## src/rtl/pipe_ctrl_pkg.sv

```systemverilog
// Shared types for the pipeline hazard/stall controller: FSM state encoding
// and the per-stage write/flush control pair.
package pipe_ctrl_pkg;

    localparam int unsigned STATE_W       = 2;
    localparam int unsigned CNT_W_DEFAULT = 32;

    typedef enum logic [STATE_W-1:0] {
        RUN      = 2'd0,
        DIV_WAIT = 2'd1,
        DC_WAIT  = 2'd2
    } PipeCtrlState;

    // Control for one pipeline register; Flush dominates Wr at the register.
    typedef struct packed {
        logic Wr;
        logic Flush;
    } StageCtrl;

    localparam StageCtrl STAGE_RUN    = '{Wr: 1'b1, Flush: 1'b0};
    localparam StageCtrl STAGE_HOLD   = '{Wr: 1'b0, Flush: 1'b0};
    localparam StageCtrl STAGE_BUBBLE = '{Wr: 1'b1, Flush: 1'b1};
    localparam StageCtrl STAGE_RESET  = '{Wr: 1'b0, Flush: 1'b1};

endpackage

```

## src/rtl/pipe_perf_cnt.sv

```systemverilog
// Single wrapping event counter with enable and synchronous active-low clear.
module pipe_perf_cnt
    import pipe_ctrl_pkg::*;
#(
    parameter int unsigned W = CNT_W_DEFAULT
) (
    input  logic         clk,
    input  logic         resetn,
    input  logic         en_i,
    output logic [W-1:0] cnt_o
);

    logic [W-1:0] cnt_q;

    always_ff @(posedge clk) begin
        if (!resetn) begin
            cnt_q <= '0;
        end else if (en_i) begin
            cnt_q <= cnt_q + W'(1);
        end
    end

    assign cnt_o = cnt_q;

endmodule

```

## src/rtl/pipe_ctrl.sv

```systemverilog
// Five-stage pipeline stall/flush controller (RUN / DIV_WAIT / DC_WAIT).
// Stall performance counters are built only when PIPE_PERF_CNT_EN is defined.
module pipe_ctrl
    import pipe_ctrl_pkg::*;
#(
    parameter int unsigned CNT_W = CNT_W_DEFAULT
) (
    input  logic             clk,
    input  logic             resetn,
    input  logic             MEM_ExceptValid,
    input  logic             MEM_DcacheBusy,
    input  logic             EX_DivStart,
    input  logic             EX_DivDone,
    input  logic             IF_IcacheBusy,
    input  logic             ID_LoadUse,
    output logic             PC_Wr,
    output logic             ID_Wr,
    output logic             EX_Wr,
    output logic             MEM_Wr,
    output logic             WB_Wr,
    output logic             ID_Flush,
    output logic             EX_Flush,
    output logic             MEM_Flush,
    output logic             WB_Flush,
    output logic             WB_DisWr,
    output logic             EX_DivCancel,
    output logic [CNT_W-1:0] Cnt_Dcache,
    output logic [CNT_W-1:0] Cnt_Div,
    output logic [CNT_W-1:0] Cnt_Icache,
    output logic [CNT_W-1:0] Cnt_LoadUse
);

    PipeCtrlState state_q, state_d;
    logic         div_pend_q, div_pend_d;
    logic         div_done_q, div_done_d;

    logic         pc_wr_c;
    StageCtrl     id_c, ex_c, mem_c, wb_c;
    logic         wb_dis_wr_c;
    logic         div_cancel_c;

    // State and divide-tracking flags
    always_ff @(posedge clk) begin
        if (!resetn) begin
            state_q    <= RUN;
            div_pend_q <= 1'b0;
            div_done_q <= 1'b0;
        end else begin
            state_q    <= state_d;
            div_pend_q <= div_pend_d;
            div_done_q <= div_done_d;
        end
    end

    // Next state and per-cycle pipeline controls, highest-priority event wins
    always_comb begin
        state_d      = state_q;
        div_pend_d   = div_pend_q;
        div_done_d   = div_done_q;
        pc_wr_c      = 1'b1;
        id_c         = STAGE_RUN;
        ex_c         = STAGE_RUN;
        mem_c        = STAGE_RUN;
        wb_c         = STAGE_RUN;
        wb_dis_wr_c  = 1'b0;
        div_cancel_c = 1'b0;

        if (!resetn) begin
            pc_wr_c     = 1'b0;
            id_c        = STAGE_RESET;
            ex_c        = STAGE_RESET;
            mem_c       = STAGE_RESET;
            wb_c        = STAGE_RESET;
            wb_dis_wr_c = 1'b1;
            state_d     = RUN;
            div_pend_d  = 1'b0;
            div_done_d  = 1'b0;
        end else if (MEM_ExceptValid) begin
            // Excepting instruction still reaches WB so CP0 can record it
            id_c         = STAGE_BUBBLE;
            ex_c         = STAGE_BUBBLE;
            mem_c        = STAGE_BUBBLE;
            div_cancel_c = (state_q == DIV_WAIT);
            state_d      = RUN;
            div_pend_d   = 1'b0;
            div_done_d   = 1'b0;
        end else begin
            case (state_q)
                RUN: begin
                    if (MEM_DcacheBusy) begin
                        pc_wr_c    = 1'b0;
                        id_c       = STAGE_HOLD;
                        ex_c       = STAGE_HOLD;
                        mem_c      = STAGE_HOLD;
                        wb_c       = STAGE_HOLD;
                        state_d    = DC_WAIT;
                        div_pend_d = EX_DivStart;
                        div_done_d = 1'b0;
                    end else if (EX_DivStart) begin
                        pc_wr_c = 1'b0;
                        id_c    = STAGE_HOLD;
                        ex_c    = STAGE_HOLD;
                        mem_c   = STAGE_BUBBLE;
                        state_d = DIV_WAIT;
                    end else if (ID_LoadUse) begin
                        pc_wr_c = 1'b0;
                        id_c    = STAGE_HOLD;
                        ex_c    = STAGE_BUBBLE;
                    end else if (IF_IcacheBusy) begin
                        pc_wr_c = 1'b0;
                        id_c    = STAGE_BUBBLE;
                    end
                end
                DIV_WAIT: begin
                    if (MEM_DcacheBusy) begin
                        pc_wr_c    = 1'b0;
                        id_c       = STAGE_HOLD;
                        ex_c       = STAGE_HOLD;
                        mem_c      = STAGE_HOLD;
                        wb_c       = STAGE_HOLD;
                        state_d    = DC_WAIT;
                        div_pend_d = 1'b1;
                        div_done_d = EX_DivDone;
                    end else if (!EX_DivDone) begin
                        pc_wr_c = 1'b0;
                        id_c    = STAGE_HOLD;
                        ex_c    = STAGE_HOLD;
                        mem_c   = STAGE_BUBBLE;
                    end else begin
                        state_d = RUN;
                    end
                end
                DC_WAIT: begin
                    // WB instruction already wrote on the entry cycle
                    wb_dis_wr_c = 1'b1;
                    if (MEM_DcacheBusy) begin
                        pc_wr_c    = 1'b0;
                        id_c       = STAGE_HOLD;
                        ex_c       = STAGE_HOLD;
                        mem_c      = STAGE_HOLD;
                        wb_c       = STAGE_HOLD;
                        div_done_d = div_done_q | EX_DivDone;
                    end else begin
                        state_d    = (div_pend_q && !(div_done_q || EX_DivDone))
                                     ? DIV_WAIT : RUN;
                        div_pend_d = 1'b0;
                        div_done_d = 1'b0;
                    end
                end
                default: begin
                    state_d    = RUN;
                    div_pend_d = 1'b0;
                    div_done_d = 1'b0;
                end
            endcase
        end
    end

    assign PC_Wr        = pc_wr_c;
    assign ID_Wr        = id_c.Wr;
    assign EX_Wr        = ex_c.Wr;
    assign MEM_Wr       = mem_c.Wr;
    assign WB_Wr        = wb_c.Wr;
    assign ID_Flush     = id_c.Flush;
    assign EX_Flush     = ex_c.Flush;
    assign MEM_Flush    = mem_c.Flush;
    assign WB_Flush     = wb_c.Flush;
    assign WB_DisWr     = wb_dis_wr_c;
    assign EX_DivCancel = div_cancel_c;

`ifdef PIPE_PERF_CNT_EN
    logic stall_dc_c, stall_div_c, stall_ic_c, stall_lu_c;
    logic run_free_c;

    // Attribute each stalled cycle to its highest-priority cause only
    assign run_free_c  = resetn && !MEM_ExceptValid && !MEM_DcacheBusy;
    assign stall_dc_c  = resetn && !MEM_ExceptValid && MEM_DcacheBusy;
    assign stall_div_c = run_free_c &&
                         (((state_q == RUN) && EX_DivStart) ||
                          ((state_q == DIV_WAIT) && !EX_DivDone));
    assign stall_lu_c  = run_free_c && (state_q == RUN) && !EX_DivStart && ID_LoadUse;
    assign stall_ic_c  = run_free_c && (state_q == RUN) && !EX_DivStart &&
                         !ID_LoadUse && IF_IcacheBusy;

    pipe_perf_cnt #(.W(CNT_W)) u_cnt_dcache (
        .clk(clk), .resetn(resetn), .en_i(stall_dc_c),  .cnt_o(Cnt_Dcache)
    );
    pipe_perf_cnt #(.W(CNT_W)) u_cnt_div (
        .clk(clk), .resetn(resetn), .en_i(stall_div_c), .cnt_o(Cnt_Div)
    );
    pipe_perf_cnt #(.W(CNT_W)) u_cnt_icache (
        .clk(clk), .resetn(resetn), .en_i(stall_ic_c),  .cnt_o(Cnt_Icache)
    );
    pipe_perf_cnt #(.W(CNT_W)) u_cnt_loaduse (
        .clk(clk), .resetn(resetn), .en_i(stall_lu_c),  .cnt_o(Cnt_LoadUse)
    );
`else
    assign Cnt_Dcache  = '0;
    assign Cnt_Div     = '0;
    assign Cnt_Icache  = '0;
    assign Cnt_LoadUse = '0;
`endif

endmodule

```

## config.mk

```make
export PLATFORM = sky130hd
export DESIGN_NAME = pipe_ctrl
export DESIGN_NICKNAME = d
export VERILOG_FILES = /design/src/rtl/pipe_ctrl_pkg.sv /design/src/rtl/pipe_perf_cnt.sv /design/src/rtl/pipe_ctrl.sv
export SDC_FILE = /design/constraint.sdc
export NUM_CORES = 1
export LEC_CHECK = 0
export ABC_AREA = 1
export ABC_CLOCK_PERIOD_IN_PS = 2500
export CAP_MARGIN = 10
export CORE_ASPECT_RATIO = 1.25
export CORE_MARGIN = 8
export CORE_UTILIZATION = 30
export CTS_BUF_LIST = sky130_fd_sc_hd__clkbuf_2 sky130_fd_sc_hd__clkbuf_4 sky130_fd_sc_hd__clkbuf_8
export CTS_CLUSTER_DIAMETER = 40
export DETAILED_ROUTE_END_ITERATION = 7
export DONT_BUFFER_PORTS = 1
export GPL_TIMING_DRIVEN = 0
export PLACE_DENSITY = 0.52
export SKIP_LAST_GASP = 1
export SYNTH_ARGS = -nofsm -noshare
export SYNTH_HDL_FRONTEND = slang
export SYNTH_SLANG_ARGS = --single-unit
export TNS_END_PERCENT = 100
```

## constraint.sdc

```tcl
create_clock -name clk -period 2.5 [get_ports clk]
set_clock_uncertainty 0.2 [all_clocks]
set_input_delay 0.625 -clock clk [delete_from_list [all_inputs] [get_ports clk]]
set_output_delay 0.625 -clock clk [all_outputs]
set_load 0.01 [all_outputs]
```

==> results.txt <==
The run finished with clean final reports. In the finished design, the share of the clock period the worst path needs comes to 93.6%. The H-tree level count came out at 1. The area of all sequential standard cells is 81.3 sq um.

The largest total area in the synthesized netlist belongs to sky130_fd_sc_hd__buf_4. The setup total negative slack came out at 0 ns. The final count of pins violating max slew is 0. The routed wirelength normalized by instance count came out at 8.46 um. The filler cell count came out at 527.

The final net count is 353. The number of inserted diodes came out at 0. The number of placed instances with taps included came out at 395. The critical path is of the register to output port type. The cell area power density is 259 mW/mm^2. Data on the critical path is required at its endpoint by 1.67 ns.

The clock buffer count from CTS came out at 3. The CTS sink count is 4. By area the synthesized netlist is led by sky130_fd_sc_hd__buf_4 67%, sky130_fd_sc_hd__dfxtp_1 5.6%, sky130_fd_sc_hd__nand2_1 4.7%. The clock period could shrink to 2.34 ns. The library cell used as clock root buffer is sky130_fd_sc_hd__clkbuf_8. The number of routed nets with antenna violations is 0.

The worst setup path is launched from a register. The flip-flop and latch count after synthesis came out at 4. The type of the worst min-delay path is register to register. The initial utilization of the core area, before any placement, comes to 30.7%. The clock-pin slew reported for the worst setup and hold paths after clock tree synthesis is 0.03 ns. Summing every instance area after synthesis gives 0.00144 sq mm. The warning count from the yosys run is 0. Counting both buffers and inverters, the worst setup path holds a total of 1. The cell seen most often among critical-path stages is sky130_fd_sc_hd__nand2_2. The clock tree buffer depth is 2.

The die width is 78.0 um. The global-route wire length before repair is 4970 um. The total area of multi-input combinational cells came out at 827 sq um. The via density per instance came out at 2.79. The cell row count came out at 28. The overall routing resource usage came out at 8.43%. The detailed-routing iteration count for the pre-antenna-repair pass came out at 4.

The leakage power summed over all cells is 1.39 nW. Detailed placement ended at an HPWL of 3330 um. The number of port buffers came out at 0. The maximum clock frequency came out at 427 MHz. The routability-driven placement congestion ratio is 0.796.

The worst vdd rail ir drop is 128 uV. After synthesis, flip-flops and latches occupy 5.56% of the total area. The share of the synthesized area in the top cell type came out at 66.7%. Setup repair after global routing left no endpoint under its margin.

The area added between synthesis and finish is 41.3%. The maximum number of pins on one net before global-route repair is 8. The initial antenna violation count was 0.

The share of cells above drive strength 1 is 43.2%. The count of non-filler cells in the finished layout came out at 398. The via count of the first global-routing pass came to 1013. The initial DRC count is 14. Of all nets on the critical path, the largest fanout is 6. The area of the die is 0.00729 sq mm. In the synthesized netlist, the number of instances is 208. The floorplan step set the die height to 93.5 um.

The number of distinct library cells after synthesis came out at 20. For the worst-skew pair, the clock arrives at the later sink with an insertion delay of 0.21 ns. The count of endpoints failing setup in the final report is 0. The number of hold buffers added after cts came out at 0.

Broken down by cell family, the worst path's largest delay share belongs to flip-flops. The final-report hold violation count came out at 0. The via total after detailed routing is 1109.

The signal on the critical path passes through inv_1, ha_1, nand2_2, nor2_2, nand2_2, o21ai_1. The worst setup path is captured at an output port. The average cell area after synthesis came out at 6.92 sq um.

The total wire length after detailed routing came out at 3370 um. The max-cap violation count came out at 0. TritonCTS built the clock tree.

The area of the core region came out at 0.00469 sq mm. In this design, the stage delay of the slowest critical-path cell is 0.31 ns. Data arrives at the worst endpoint at 1.52 ns.

The number of top-level design ports is 147. The slowest stage of the critical path belongs to the cell sky130_fd_sc_hd__dfxtp_1. The residual DRC count is 0. The overflow left after global routing came out at 0.
-- cells in the mapped netlist --
library cell / n
sky130_fd_sc_hd__nand3_1: 2
sky130_fd_sc_hd__buf_4: 128
sky130_fd_sc_hd__nor2_1: 12
sky130_fd_sc_hd__o21ai_0: 3
sky130_fd_sc_hd__nor3_1: 1
sky130_fd_sc_hd__a31oi_1: 1
sky130_fd_sc_hd__o21ai_1: 3
sky130_fd_sc_hd__nand2_1: 18
sky130_fd_sc_hd__nor2_4: 1
sky130_fd_sc_hd__inv_2: 3
sky130_fd_sc_hd__ha_1: 5
sky130_fd_sc_hd__nand3_2: 3
sky130_fd_sc_hd__conb_1: 1
sky130_fd_sc_hd__nand2_2: 3
sky130_fd_sc_hd__inv_1: 10
sky130_fd_sc_hd__a21oi_1: 5
sky130_fd_sc_hd__nand3b_1: 1
sky130_fd_sc_hd__nor2_2: 3
sky130_fd_sc_hd__o21ai_2: 1
sky130_fd_sc_hd__dfxtp_1: 4
-- stage by stage --
stage	util, %	setup WS [ns]	instance area [sq um]	power (mW)	hold slack, ns
final	43.3	0.159	2030	0.527	0.287
after detailed placement	42.4	0.334	1990	0.382	0.292
after CTS	43.3	0.105	2030	0.517	0.299
after global routing	43.3	0.00763	2030	0.576	0.311
after floorplan	-	0.508	1920	0.368	0.251
after global placement	42.4	0.334	1990	0.382	0.284
-- power breakdown --
part	switching (mW)	internal (mW)	total [mW]
clock	0.0297	0.102	0.132
combinational	0.169	0.154	0.324
sequential	0.00269	0.0687	0.0714
-- path summary, 6_finish.rpt --
check / from / endpoint / slack (ns) / cells past startpoint
min reg2reg: div_pend_q / div_pend_q / 0.29 / 2
min: div_pend_q / div_pend_q / 0.29 / 2
max: state_q[1] / ID_Flush / 0.16 / 6
max reg2reg: state_q[0] / div_pend_q / 0.96 / 6
-- routing by layer --
layer | GRT usage (%) | share of wire, % | vias to the layer above
li1 | - | - | 639
met1 | 6.66 | 32 | 392
met2 | 16.4 | 53 | 76
met3 | 5.47 | 15 | 2
met4 | 2.32 | 0.42 | 0
met5 | 0 | 0 | -
-- flip-flops by register name, indices dropped and copies added (netlist names) --
signal / cells
div_done_q: 1
state_q: 2
div_pend_q: 1
-- timing repair --
action	in CTS	in global routing
setup buffers	0	0
setup endpoints to repair	0	3
gates resized for setup	0	1
-- kinds of logic after synthesis --
| logic type | Yosys count | synth area share (%) |
|---|---|---|
| AO/OA/AOI/OAI | 13 | 4.86 |
| flip-flops | 4 | 5.56 |
| adder cells (fa/ha/maj) | 5 | 4.34 |
| AND/OR/NAND/NOR | 44 | 14.9 |
| buffers and inverters | 141 | 70.1 |
| other | 1 | 0.260 |
-- tightest hold or removal path, cell delays in order (launching register included) --
cell and delay (ns):
sky130_fd_sc_hd__dfxtp_1 0.31, sky130_fd_sc_hd__a21oi_1 0.04, sky130_fd_sc_hd__nor2_1 0.09
-- cells in the final DEF (no fill, tap or decap), drive strengths merged --
master  synthesis  layout
ha              5       5
a31oi           1       1
nand2          21      21
o21ai           7       7
clkbuf          0       3
nand3           5       5
conb            1     128
nand3b          1       1
nor3            1       1
dfxtp           4       4
buf           128     128
a21oi           5       5
inv            13      13
nor2           16      16
-- cell type report --
type | instances | share of cell area (%)
Multi-Input combinational cell | 190 | 40.7
Clock buffer | 3 | 2.03
Sequential cell | 4 | 4.00
Buffer | 128 | 47.2
Inverter | 13 | 2.40
Tap cell | 60 | 3.69
(Power assumes the default switching activity.)
